`src/rtl/ram_access_ctrl.sv`:
```
// ram_access_ctrl: valid/ready front-end driving the 8x8 tri-state RAM sel/op/adr/inp pulse protocol; define RAM_CTRL_INIT_EN to zero-fill the RAM after reset
module ram_access_ctrl #(
  parameter int DATA_W = 8,
  parameter int ADDR_W = 3
) (
  input  logic              clk,
  input  logic              rst_n,
  input  logic              req_valid,
  output logic              req_ready,
  input  logic              req_we,
  input  logic [ADDR_W-1:0] req_addr,
  input  logic [DATA_W-1:0] req_wdata,
  output logic              rsp_valid,
  output logic [DATA_W-1:0] rsp_rdata,
  output logic              busy,
  output logic              ram_sel,
  output logic              ram_op,
  output logic [ADDR_W-1:0] ram_adr,
  output logic [DATA_W-1:0] ram_inp,
  input  logic [DATA_W-1:0] ram_outp
);
  localparam logic [2:0] IDLE    = 3'd0;
  localparam logic [2:0] SETUP   = 3'd1;
  localparam logic [2:0] ACCESS  = 3'd2;
  localparam logic [2:0] RECOVER = 3'd3;
`ifdef RAM_CTRL_INIT_EN
  localparam logic [2:0] INIT_SETUP   = 3'd4;
  localparam logic [2:0] INIT_ACCESS  = 3'd5;
  localparam logic [2:0] INIT_RECOVER = 3'd6;
  localparam logic [2:0] RST_STATE    = INIT_SETUP;
  localparam logic       RST_READY    = 1'b0;
`else
  localparam logic [2:0] RST_STATE    = IDLE;
  localparam logic       RST_READY    = 1'b1;
`endif

  logic [2:0] state, nxt;

  // next-state: one request walks SETUP/ACCESS/RECOVER; init walks every address once
  always_comb begin
    nxt = state;
    case (state)
      IDLE:         nxt = req_valid ? SETUP : IDLE;
      SETUP:        nxt = ACCESS;
      ACCESS:       nxt = RECOVER;
      RECOVER:      nxt = IDLE;
`ifdef RAM_CTRL_INIT_EN
      INIT_SETUP:   nxt = INIT_ACCESS;
      INIT_ACCESS:  nxt = INIT_RECOVER;
      INIT_RECOVER: nxt = (&ram_adr) ? IDLE : INIT_SETUP;
`endif
      default:      nxt = IDLE;
    endcase
  end

  // state and all outputs registered from the next state so ram_* only move on clk edges
  always_ff @(posedge clk or negedge rst_n) begin
    if (!rst_n) begin
      state     <= RST_STATE;
      req_ready <= RST_READY;
      busy      <= 1'b0;
      rsp_valid <= 1'b0;
      rsp_rdata <= '0;
      ram_sel   <= 1'b0;
      ram_op    <= 1'b0;
      ram_adr   <= '0;
      ram_inp   <= '0;
    end else begin
      state     <= nxt;
      req_ready <= nxt == IDLE;
      busy      <= nxt != IDLE;
      rsp_valid <= state == ACCESS && !ram_op;
`ifdef RAM_CTRL_INIT_EN
      ram_sel   <= nxt == ACCESS || nxt == INIT_ACCESS;
`else
      ram_sel   <= nxt == ACCESS;
`endif
      if (state == IDLE && req_valid) begin
        ram_op  <= req_we;
        ram_adr <= req_addr;
        ram_inp <= req_wdata;
      end
      if (state == ACCESS && !ram_op)
        rsp_rdata <= ram_outp;
`ifdef RAM_CTRL_INIT_EN
      if (state == INIT_SETUP)
        ram_op <= 1'b1;
      if (state == INIT_RECOVER) begin
        ram_op  <= !(&ram_adr);
        ram_adr <= (&ram_adr) ? '0 : ram_adr + ADDR_W'(1);
      end
`endif
    end
  end
endmodule

```
`config.mk`:
```
export PLATFORM = sky130hd
export DESIGN_NAME = ram_access_ctrl
export DESIGN_NICKNAME = d
export VERILOG_FILES = /design/src/rtl/ram_access_ctrl.sv
export SDC_FILE = /design/constraint.sdc
export NUM_CORES = 1
export LEC_CHECK = 0
export ABC_AREA = 1
export BUFFER_PORTS_ARGS = -buffer_cell sky130_fd_sc_hd__clkbuf_2
export CELL_PAD_IN_SITES_DETAIL_PLACEMENT = 1
export CELL_PAD_IN_SITES_GLOBAL_PLACEMENT = 1
export CORE_ASPECT_RATIO = 1.5
export CORE_UTILIZATION = 27
export CTS_BUF_LIST = sky130_fd_sc_hd__clkbuf_8
export DETAILED_ROUTE_END_ITERATION = 7
export GPL_ROUTABILITY_DRIVEN = 0
export GPL_TIMING_DRIVEN = 0
export HOLD_SLACK_MARGIN = 0.03
export PLACE_DENSITY_LB_ADDON = 0.1
export SKIP_CTS_REPAIR_TIMING = 1
export SLEW_MARGIN = 20
export SYNTH_ARGS = -nofsm -noshare
export SYNTH_HDL_FRONTEND = slang
export SYNTH_SLANG_ARGS = --single-unit
export TNS_END_PERCENT = 1
```
`constraint.sdc`:
```
create_clock -name clk -period 1.3 [get_ports clk]
set_input_delay 0.13 -clock clk [delete_from_list [all_inputs] [get_ports clk]]
set_output_delay 0.13 -clock clk [all_outputs]
set_load 0.02 [all_outputs]
```
## Word-level counts from Yosys, hierarchy flattened

Index checks and enable logic that the tools add are counted.

| cells by class | value |
|---|---|
| muxes and demuxes | 2 |
| eq/ne operators | 3 |
| reductions and logical operators | 6 |

Operator list:

| operator | number |
|---|---|
| equality test 3 x 2 -> 1 bit, second input constant | 2 |
| logical NOT 3 bit | 2 |
| case mux 2 bit (3 select lines) | 1 |
| equality test 3 x 1 -> 1 bit, second input constant | 1 |
| nonzero test 3 bit | 1 |
| logical AND 1 bit | 2 |
| logical NOT 1 bit | 1 |
| 2-to-1 mux 1 bit | 1 |

| word-level totals | value |
|---|---|
| word-level logic and storage cells | 20 |
| bits in registers | 27 |
| input bits | 23 |
| output and inout port bits | 24 |

## Depth between registers and ports, before layout

Gate-level depths: netlist of run 1.

| depth | value |
|---|---|
| word-level depth | 3 |
| mapped depth | 6 |
| mapped depth without buffers | 6 |

## Least setup slack after synthesis of run 1

OpenSTA, ideal clock, no wires.

| timing | value |
|---|---|
| kind | register -> register |
| start point | register state[1] |
| end point | register ram_adr[0] |
| cell stages (with the launch flop) | 7 |
| setup slack | 167 ps |
| data required time | 1183 ps |
| arrival | 1016 ps |
| clock period less this slack | 1133 ps |
| library setup time | 117 ps |
| buffers on the path | 1 |
| path through | dfrtp_1 inv_1 ha_1 nand2_2 buf_6 nand2_1 nand2_1 |

| between the ends | value |
|---|---|
| cells in the longest elaborated chain, start to end | 2 |

RTL lines:

| element | RTL line | text |
|---|---|---|
| start: declaration | 37 | `logic [2:0] state, nxt;` |
| start signal: assignment | 69 | `state <= nxt;` |
| logical NOT 3 bit | 78 | `if (state == IDLE && req_valid) begin` |
| logical AND 1 bit | 78 |  |
| end signal: assignment | 80 | `ram_adr <= req_addr;` |
| end: declaration | 18 | `output logic [ADDR_W-1:0] ram_adr,` |

Every way passes these cells.
A chain may end at the register's enable or synchronous reset.

## Worst setup path in the final report of run 1

| timing | value |
|---|---|
| start point | register state[1] |
| end point | register ram_inp[5] |

| between the ends | value |
|---|---|
| cells in the longest elaborated chain, start to end | 2 |

RTL lines:

| element | RTL line | text |
|---|---|---|
| logical NOT 3 bit | 78 |  |
| logical AND 1 bit | 78 |  |
| end signal: assignment | 81 | `ram_inp <= req_wdata;` |
| end: declaration | 19 | `output logic [DATA_W-1:0] ram_inp,` |

Every way passes these cells.

==> results.json, run 1 <==
{
  "status": "finished clean",
  "port_buffers": 46,
  "ir_worst_vdd_mv": 1.05,
  "grt_pass1_wl_mm": 4.06,
  "drive_gt1_frac": 0.381,
  "n_antenna_cell": 0,
  "syn_nets": 130,
  "fin_crit_sh": 0.924,
  "place_ws_ns": 0.0343,
  "finalClockSkew_ns": 0.00368,
  "yosysUniqueCellTypes": 13,
  "syn_avg_cell_area_um2": 9.73,
  "worstPathCellList": "inv_2 > ha_2 > nand2_2 > buf_6 > nand2_1 > nand2_1",
  "cts_sinks": 26,
  "ys_seq_area_frac": 0.644,
  "overflow": 0,
  "finalNonFillerCells": 197,
  "h-tree-depth": 1,
  "max_freq_ghz": 0.832,
  "ys_ff_latch": 26,
  "fin_setup_tns_ns": 0,
  "insertion_delay_ns": 0.27,
  "drc_errors": 0,
  "syn_to_final_growth_pct": 34.9,
  "worstPathRequired_ns": 1.47,
  "num-nets-final": 182,
  "slew_viol_final": 0,
  "first_pass_iters": 3,
  "drv_cap": 0,
  "seqCellArea_um2": 652,
  "row_count": 26,
  "syn_inst": 104,
  "setup_viol": 0,
  "vias_per_cell": 4.30,
  "first_global_vias": 892,
  "vias": 847,
  "relSlewSlack": 0.558,
  "hp-class": "in -> reg",
  "fp.coreArea_um2": 3480,
  "cp_slowest_cell": "dfrtp_1",
  "arrival_ns": 1.37,
  "min_period_ns": 1.20,
  "hpwl_mm": 1.84,
  "yosys_warnings": 0,
  "drt_iter0_markers": 6,
  "start_util": 0.291,
  "cpPeakStageDelay_ns": 0.43,
  "dpl.cell_count": 192,
  "stdcell_area_um2": 1370,
  "cts_tree": "done",
  "track_usage": 0.134,
  "numCtsBuffers": 3,
  "grt_max_degree": 27,
  "nFillCells": 424,
  "worst_pin_slew_ns": 0.664,
  "cpMostUsedCell": "nand2_1",
  "crit_fanout": 10,
  "worstSetupEndpointType": "flop",
  "setup_ws_ns": 0.0984,
  "place_area_um2": 1290,
  "route.detailed.wl_per_inst_um": 12.5,
  "powerDensity_nw_per_um2": 2610,
  "clk_pin_slew_ns": 0.09,
  "rsz0062_at_grt": "false",
  "cts-root-buf": "clkbuf_8",
  "antenna_found_initial": 0,
  "multi_input_area_um2": 322,
  "drtAntennaViolNets": 0,
  "finalWirelength_mm": 2.46,
  "hold_violations": 0,
  "criticalPathCategory": "reg -> reg",
  "die_area_um2": 4000,
  "cp-start-kind": "flop",
  "dieWidth_um": 52.0,
  "p_leak_nw": 0.788,
  "cts_buffer_depth": 2,
  "synth_area_um2": 1010,
  "dieHeight_um": 77.0,
  "io_pins": 47
}
[sequential cells by signal, summed over array words and instances (netlist names)]
register / count
rsp_valid: 1
ram_op: 1
busy: 1
ram_inp: 8
rsp_rdata: 8
ram_adr: 3
ram_sel: 1
req_ready: 1
state: 2
[metrics by stage]
stage	hold slack, ns	total power, W	utilization
2_1_floorplan	-0.166	0.00246	-
3_3_place_gp	0.192	0.00300	0.372
3_5_place_dp	0.209	0.00307	0.372
4_1_cts	-0.0942	0.00362	0.388
5_1_grt	0.0527	0.00386	0.392
6_report	0.0582	0.00356	0.392
[worst max-delay path: cells and delay by family, from the launching register on]
kind,cells,cell delay [ns]
flip-flops,1,0.43
buffers and inverters,2,0.25
adder cells (fa/ha/maj),1,0.21
AND/OR/NAND/NOR,3,0.20
[report_power, final]
group | internal, W | leakage [nW] | switching (W)
sequential | 0.00120 | 0.317 | 0.000192
combinational | 0.000556 | 0.442 | 0.00107
clock | 0.000271 | 0.0288 | 0.000259
total | 0.00203 | 0.788 | 0.00153
[layer usage]
layer  vias to the layer above  track usage  routed length (um)
li1                        422            -                   -
met1                       390        0.172                1040
met2                        31        0.215                1230
met3                         4       0.0298                 162
met4                         0       0.0486                  26
met5                         -            0                   0
[synthesized netlist by cell type, drive strengths merged]
cell,number,share of area
dfrtp,25,0.62
a21oi,2,0.0099
inv,4,0.015
nand3b,1,0.0074
buf,3,0.026
nor2,1,0.0037
nand2,52,0.20
ha,3,0.037
nand3,12,0.059
dfstp,1,0.026
[cells by family (layout without fill, tap and decap cells)]
logic type | Yosys count | count (layout) | synth area share
buf+inv | 7 | 58 | 0.0408
flops | 26 | 26 | 0.644
fa+ha+maj | 3 | 3 | 0.0371
compound gates | 2 | 2 | 0.00989
simple gates | 66 | 66 | 0.268
[cell usage in the layout, fill, tap and decap left out, types with 2 or more instances in the layout]
cell type,count
clkbuf_2,46
buf_4,2
ha_1,2
nand3_1,12
clkbuf_8,4
dfrtp_1,25
a21oi_1,2
nand2_1,50
nand2_2,2
inv_1,2
[layout make-up]
| type | instances | share of cell area |
|---|---|---|
| Inverter | 4 | 0.0128 |
| Multi-Input combinational cell | 71 | 0.236 |
| Timing Repair Buffer | 47 | 0.176 |
| Sequential cell | 26 | 0.478 |
| Clock buffer | 4 | 0.0403 |
| Tap cell | 42 | 0.0385 |
| Buffer | 3 | 0.0192 |
[path summary, 6_finish.rpt]
| check | slack, ns | cells after the start | endpoint | from |
|---|---|---|---|---|
| worst max-delay path | 0.1 | 6 | ram_inp[5] | state[1] |
| worst min-delay path | 0.06 | 3 | rsp_rdata[5] | ram_outp[5] |
| worst max register to register | 0.1 | 6 | ram_inp[5] | state[1] |
| worst min register to register | 0.48 | 2 | ram_inp[1] | ram_inp[1] |
| max in group asynchronous | 0.45 | 2 | busy | rst_n |
| min in group asynchronous | 0.42 | 2 | rsp_rdata[2] | rst_n |
No activity file was read; power rests on OpenSTA's default activity.
==> run 2, diff against run 1 <==
--- a/config.mk
+++ b/config.mk
@@ -17,6 +17,7 @@
 export GPL_TIMING_DRIVEN = 0
 export HOLD_SLACK_MARGIN = 0.03
 export PLACE_DENSITY_LB_ADDON = 0.1
+export SETUP_SLACK_MARGIN = 0.5
 export SKIP_CTS_REPAIR_TIMING = 1
 export SLEW_MARGIN = 20
 export SYNTH_ARGS = -nofsm -noshare
==> constraint.sdc (replaced) <==
create_clock -name clk -period 1.39 [get_ports clk]
set_input_delay 0.139 -clock clk [delete_from_list [all_inputs] [get_ports clk]]
set_output_delay 0.139 -clock clk [all_outputs]
set_load 0.02 [all_outputs]
==> run 2 against run 1 <==
  * Design area increased by 3.7%
  * Via count increased by 4.0%
  * Clock power decreased by 9.2%
  * Worst setup slack improved by 0.17 ns
  * Sequential share of layout area decreased by 1.6 points
  * Maximum frequency increased by 6.8%
  * Clock skew about the same
  * The flow now finishes with violations (negative hold slack)
  * Total power decreased by 1.7%
  * Register-to-register slack improved by 0.17 ns
  * Highest routed layer unchanged
  * Core utilization increased by 1.4 points
  * Largest cell class unchanged
==> results.json, run 2 (synthesis results as in run 1) <==
{
  "fin_setup_tns_ns": 0,
  "swShare": 0.428,
  "hold_violations": 25,
  "holdWs_ns": -0.119,
  "die_area_um2": 4000,
  "start_util": 0.291,
  "overflow": 0,
  "arrival_ns": 1.29,
  "numCtsBuffers": 3,
  "p_int_w": 0.00200,
  "dieWidth_um": 52.0,
  "worst_r2r_startpoint": "state[1]",
  "power_w": 0.00349,
  "h-tree-depth": 1,
  "vias": 881,
  "seqPwrFrac": 0.378,
  "setup_ws_ns": 0.265,
  "worst_pin_slew_ns": 0.644,
  "num-nets-final": 184,
  "p_switching_w": 0.00150,
  "relSlewSlack": 0.571,
  "route.detailed.wl_per_inst_um": 12.4,
  "max_freq_ghz": 0.889,
  "drv_cap": 0,
  "rsz0062_at_grt": "true",
  "worst-r2r-setup-slack_ns": 0.26,
  "first_pass_iters": 4,
  "row_count": 26,
  "first_global_vias": 917,
  "grt_pass1_wl_mm": 4.13,
  "endpoint": "ram_adr[0]",
  "n_antenna_cell": 0,
  "track_usage": 0.137,
  "drt_iter0_markers": 23,
  "drtAntennaViolNets": 0,
  "setup_viol": 0,
  "worstPathRequired_ns": 1.56,
  "ir_worst_vdd_mv": 1.07,
  "status": "complete, but fails checks",
  "layout_commonest_cell": "nand2_1",
  "cts_tree": "done",
  "biggestRegsByFlops": "ram_inp x8, rsp_rdata x8, ram_adr x3",
  "fin_crit_sh": 0.810,
  "drive_gt1_frac": 0.414,
  "min_period_ns": 1.13,
  "grt_max_degree": 27,
  "r2r_cells": 6,
  "drc_errors": 0,
  "fp.coreArea_um2": 3480,
  "worstPathCellList": "inv_4 > ha_4 > nand2_4 > buf_6 > nand2_1 > nand2_1",
  "comb_power_share": 0.485,
  "hp-class": "in -> async",
  "p_leak_nw": 0.809,
  "antenna_found_initial": 0,
  "worstSetupEndpointType": "flop",
  "place_ws_ns": 0.179,
  "cp-start-kind": "flop",
  "clk_pin_slew_ns": 0.09,
  "cpPeakStageDelay_ns": 0.46,
  "nFillCells": 424,
  "cts_buffer_depth": 2,
  "hpwl_mm": 1.83,
  "finalWirelength_mm": 2.46,
  "p_clk_frac": 0.138,
  "port_buffers": 46,
  "vias_per_cell": 4.43,
  "criticalPathCategory": "reg -> reg",
  "insertion_delay_ns": 0.27,
  "finalClockSkew_ns": 0.00341,
  "io_pins": 47,
  "seqCellArea_um2": 653,
  "cpMostUsedCell": "nand2_1",
  "crit_fanout": 10,
  "cts-root-buf": "clkbuf_8",
  "place_area_um2": 1310,
  "dieHeight_um": 77.0,
  "r2r_end": "ram_adr[0]",
  "slew_viol_final": 0,
  "multi_input_area_um2": 360,
  "violations": "negative hold slack",
  "powerDensity_nw_per_um2": 2470,
  "final_cell_mix": "50 x nand2_1, 46 x clkbuf_2, 24 x dfrtp_1, 12 x nand3_1",
  "cp_slowest_cell": "dfrtp_2",
  "cts_sinks": 26,
  "startpoint": "state[1]",
  "stdcell_area_um2": 1420,
  "syn_to_final_growth_pct": 39.8
}
-- run 2: worst min-delay path by stage --
stage          slack (ns)      endpoint  startpoint  cells past startpoint
3_3_place_gp         0.19     rsp_valid       rst_n                      1
6_report            -0.12  rsp_rdata[5]       rst_n                      1
4_1_cts             -0.09  rsp_rdata[5]       rst_n                      1
2_1_floorplan       -0.16          busy       rst_n                      0
5_1_grt             -0.06    ram_inp[7]       rst_n                      1
3_5_place_dp         0.20  rsp_rdata[5]       rst_n                      1
-- run 2: layer usage --
| metal | GRT usage | wire length [um] | vias up |
|---|---|---|---|
| met2 | 0.233 | 1260 | 28 |
| li1 | - | - | 431 |
| met3 | 0.0218 | 151 | 4 |
| met1 | 0.161 | 1000 | 418 |
| met4 | 0.0649 | 42 | 0 |
| met5 | 0 | 0 | - |
-- run 2: power groups by stage --
stage	Sequential (W)	Combinational [W]	Clock, W
after floorplan	0.00173	0.000636	0
after global routing	0.00138	0.00188	0.000533
final	0.00132	0.00169	0.000481
after detailed placement	0.00133	0.00161	0
after global placement	0.00132	0.00155	0
after CTS	0.00131	0.00162	0.000504
-- run 2: worst max-delay path, delay by kind of cell, from the launching register on --
kind / cells / cell delay [ns]
fa+ha+maj: 1 / 0.16
buf+inv: 2 / 0.23
simple gates: 3 / 0.18
flops: 1 / 0.46
-- run 2: final cells by class --
cell class	instances	share of cell area
Sequential cell	26	0.462
Buffer	3	0.0186
Multi-Input combinational cell	72	0.255
Inverter	4	0.0159
Tap cell	42	0.0371
Clock buffer	4	0.0389
Timing Repair Buffer	48	0.173
-- run 2: metrics by stage --
stage / std cells / hold slack (ns) / util
after floorplan: 104 / -0.157 / -
after global placement: 192 / 0.192 / 0.377
after detailed placement: 192 / 0.199 / 0.377
after CTS: 196 / -0.0935 / 0.393
after global routing: 199 / -0.0640 / 0.407
final: 199 / -0.119 / 0.407
==> run 3, diff against run 2 <==
==> constraint.sdc (replaced) <==
create_clock -name clk -period 1 [get_ports clk]
set_input_delay 0.1 -clock clk [delete_from_list [all_inputs] [get_ports clk]]
set_output_delay 0.1 -clock clk [all_outputs]
set_load 0.02 [all_outputs]
==> run 3 against run 2 <==
  * The flow finishes with violations (negative hold slack, negative setup slack)
  * Cell count unchanged
  * Register-to-register slack got worse by 0.39 ns
  * Core utilization is 2.4 points higher
  * Worst setup slack lost 0.39 ns
  * Clock skew about the same
  * Count of clock-buffer cells in the layout stayed put
  * Highest routed layer unchanged
  * Hold slack got worse by 0.039 ns
==> results.json, run 3 (synthesis results as in run 1) <==
{
  "cp_slowest_cell": "dfrtp_2",
  "start_util": 0.291,
  "crit_fanout": 10,
  "max_freq_ghz": 0.889,
  "cts_tree": "done",
  "setup_viol": 21,
  "first_global_vias": 917,
  "insertion_delay_ns": 0.27,
  "p_leak_nw": 0.834,
  "first_pass_iters": 3,
  "cpPeakStageDelay_ns": 0.46,
  "cts_sinks": 26,
  "grt_pass1_wl_mm": 4.13,
  "layout_commonest_cell": "nand2_1",
  "cts_buffer_depth": 2,
  "finalClockSkew_ns": 0.00352,
  "finalWirelength_mm": 2.54,
  "ir_worst_vdd_mv": 1.47,
  "port_buffers": 46,
  "num-nets-final": 184,
  "drt_iter0_markers": 25,
  "dieHeight_um": 77.0,
  "worstPathCellList": "inv_4 > ha_4 > nand2_4 > buf_6 > nand2_1 > nand2_1",
  "antenna_found_initial": 0,
  "finalNonFillerCells": 199,
  "final_cell_mix": "50 x nand2_1, 24 x dfrtp_1, 24 x clkbuf_2, 14 x buf_6, 12 x nand3_1",
  "fp.coreArea_um2": 3480,
  "worstPathRequired_ns": 1.17,
  "relSlewSlack": 0.570,
  "row_count": 26,
  "n_antenna_cell": 0,
  "slew_viol_final": 0,
  "hpwl_mm": 1.83,
  "place_ws_ns": -0.211,
  "dieWidth_um": 52.0,
  "drtAntennaViolNets": 0,
  "worst_pin_slew_ns": 0.644,
  "arrival_ns": 1.29,
  "die_area_um2": 4000,
  "route.detailed.wl_per_inst_um": 12.7,
  "violations": "negative hold slack, negative setup slack",
  "cp-start-kind": "flop",
  "grt_max_degree": 27,
  "status": "complete, but fails checks",
  "criticalPathCategory": "reg -> reg",
  "drive_gt1_frac": 0.420,
  "cts-root-buf": "clkbuf_8",
  "power_w": 0.00524,
  "fin_setup_tns_ns": -1.69,
  "dpl.cell_count": 192,
  "holdWs_ns": -0.158,
  "syn_to_final_growth_pct": 48.2,
  "hp-class": "in -> async",
  "cpMostUsedCell": "nand2_1",
  "fin_crit_sh": 1.13,
  "numCtsBuffers": 3,
  "biggestRegsByFlops": "ram_inp x8, rsp_rdata x8, ram_adr x3",
  "h-tree-depth": 1,
  "io_pins": 47,
  "nFillCells": 418,
  "vias_per_cell": 4.48,
  "overflow": 0,
  "min_period_ns": 1.13,
  "hold_violations": 25,
  "rsz0062_at_grt": "true",
  "drc_errors": 0,
  "powerDensity_nw_per_um2": 3490,
  "vias": 892,
  "drv_cap": 0,
  "track_usage": 0.137,
  "setup_ws_ns": -0.125,
  "clk_pin_slew_ns": 0.09,
  "worstSetupEndpointType": "flop"
}
[run 3: changes by cell type in the layout (fill, tap and decap cells not counted), sizes merged]
| cell | previous run | this run |
|---|---|---|
| clkbuf | 50 | 28 |
| buf | 5 | 27 |
[run 3: power by group]
part           switching [W]  internal, W  total [W]
logic                0.00152      0.00116    0.00269
clock network       0.000318     0.000352   0.000669
registers           0.000311      0.00157    0.00188
[run 3: final timing paths]
path	from	to	slack, ns	cells after the start
worst min-delay path	rst_n	rsp_rdata[5]	-0.16	1
min in group clk	ram_outp[5]	rsp_rdata[5]	0.02	3
worst max register to register	state[1]	ram_adr[0]	-0.13	6
worst max-delay path	state[1]	ram_adr[0]	-0.13	6
worst min register to register	ram_inp[1]	ram_inp[1]	0.47	2
max in group asynchronous	rst_n	state[1]	0.71	1
[run 3: metrics by stage]
step | utilization | instance area, um2
floorplan | - | 1030
global placement | 0.377 | 1310
detailed placement | 0.377 | 1310
CTS | 0.393 | 1370
global route | 0.431 | 1500
finish | 0.431 | 1500
[run 3: worst max-delay path: cells and delay by family (launching register included)]
kind,cells,cell delay [ns]
buf+inv,2,0.23
fa+ha+maj,1,0.16
flops,1,0.46
simple gates,3,0.18
[run 3: routing by layer]
| layer | GRT usage | routed length, um | part of all wire |
|---|---|---|---|
| met5 | 0 | 0 | 0 |
| met4 | 0.0649 | 42 | 0.017 |
| met3 | 0.0218 | 146 | 0.058 |
| met2 | 0.233 | 1340 | 0.53 |
| met1 | 0.161 | 1010 | 0.40 |
[run 3: area by class of cell]
type                       count  area (um2)  share of cell area
multi-input combinational     72         364               0.243
inverter                       4        22.5              0.0150
timing repair buffer          48         327               0.218
clock buffer                   4        55.1              0.0367
tap                           42        52.6              0.0350
buffer                         3        26.3              0.0175
sequential                    26         653               0.435
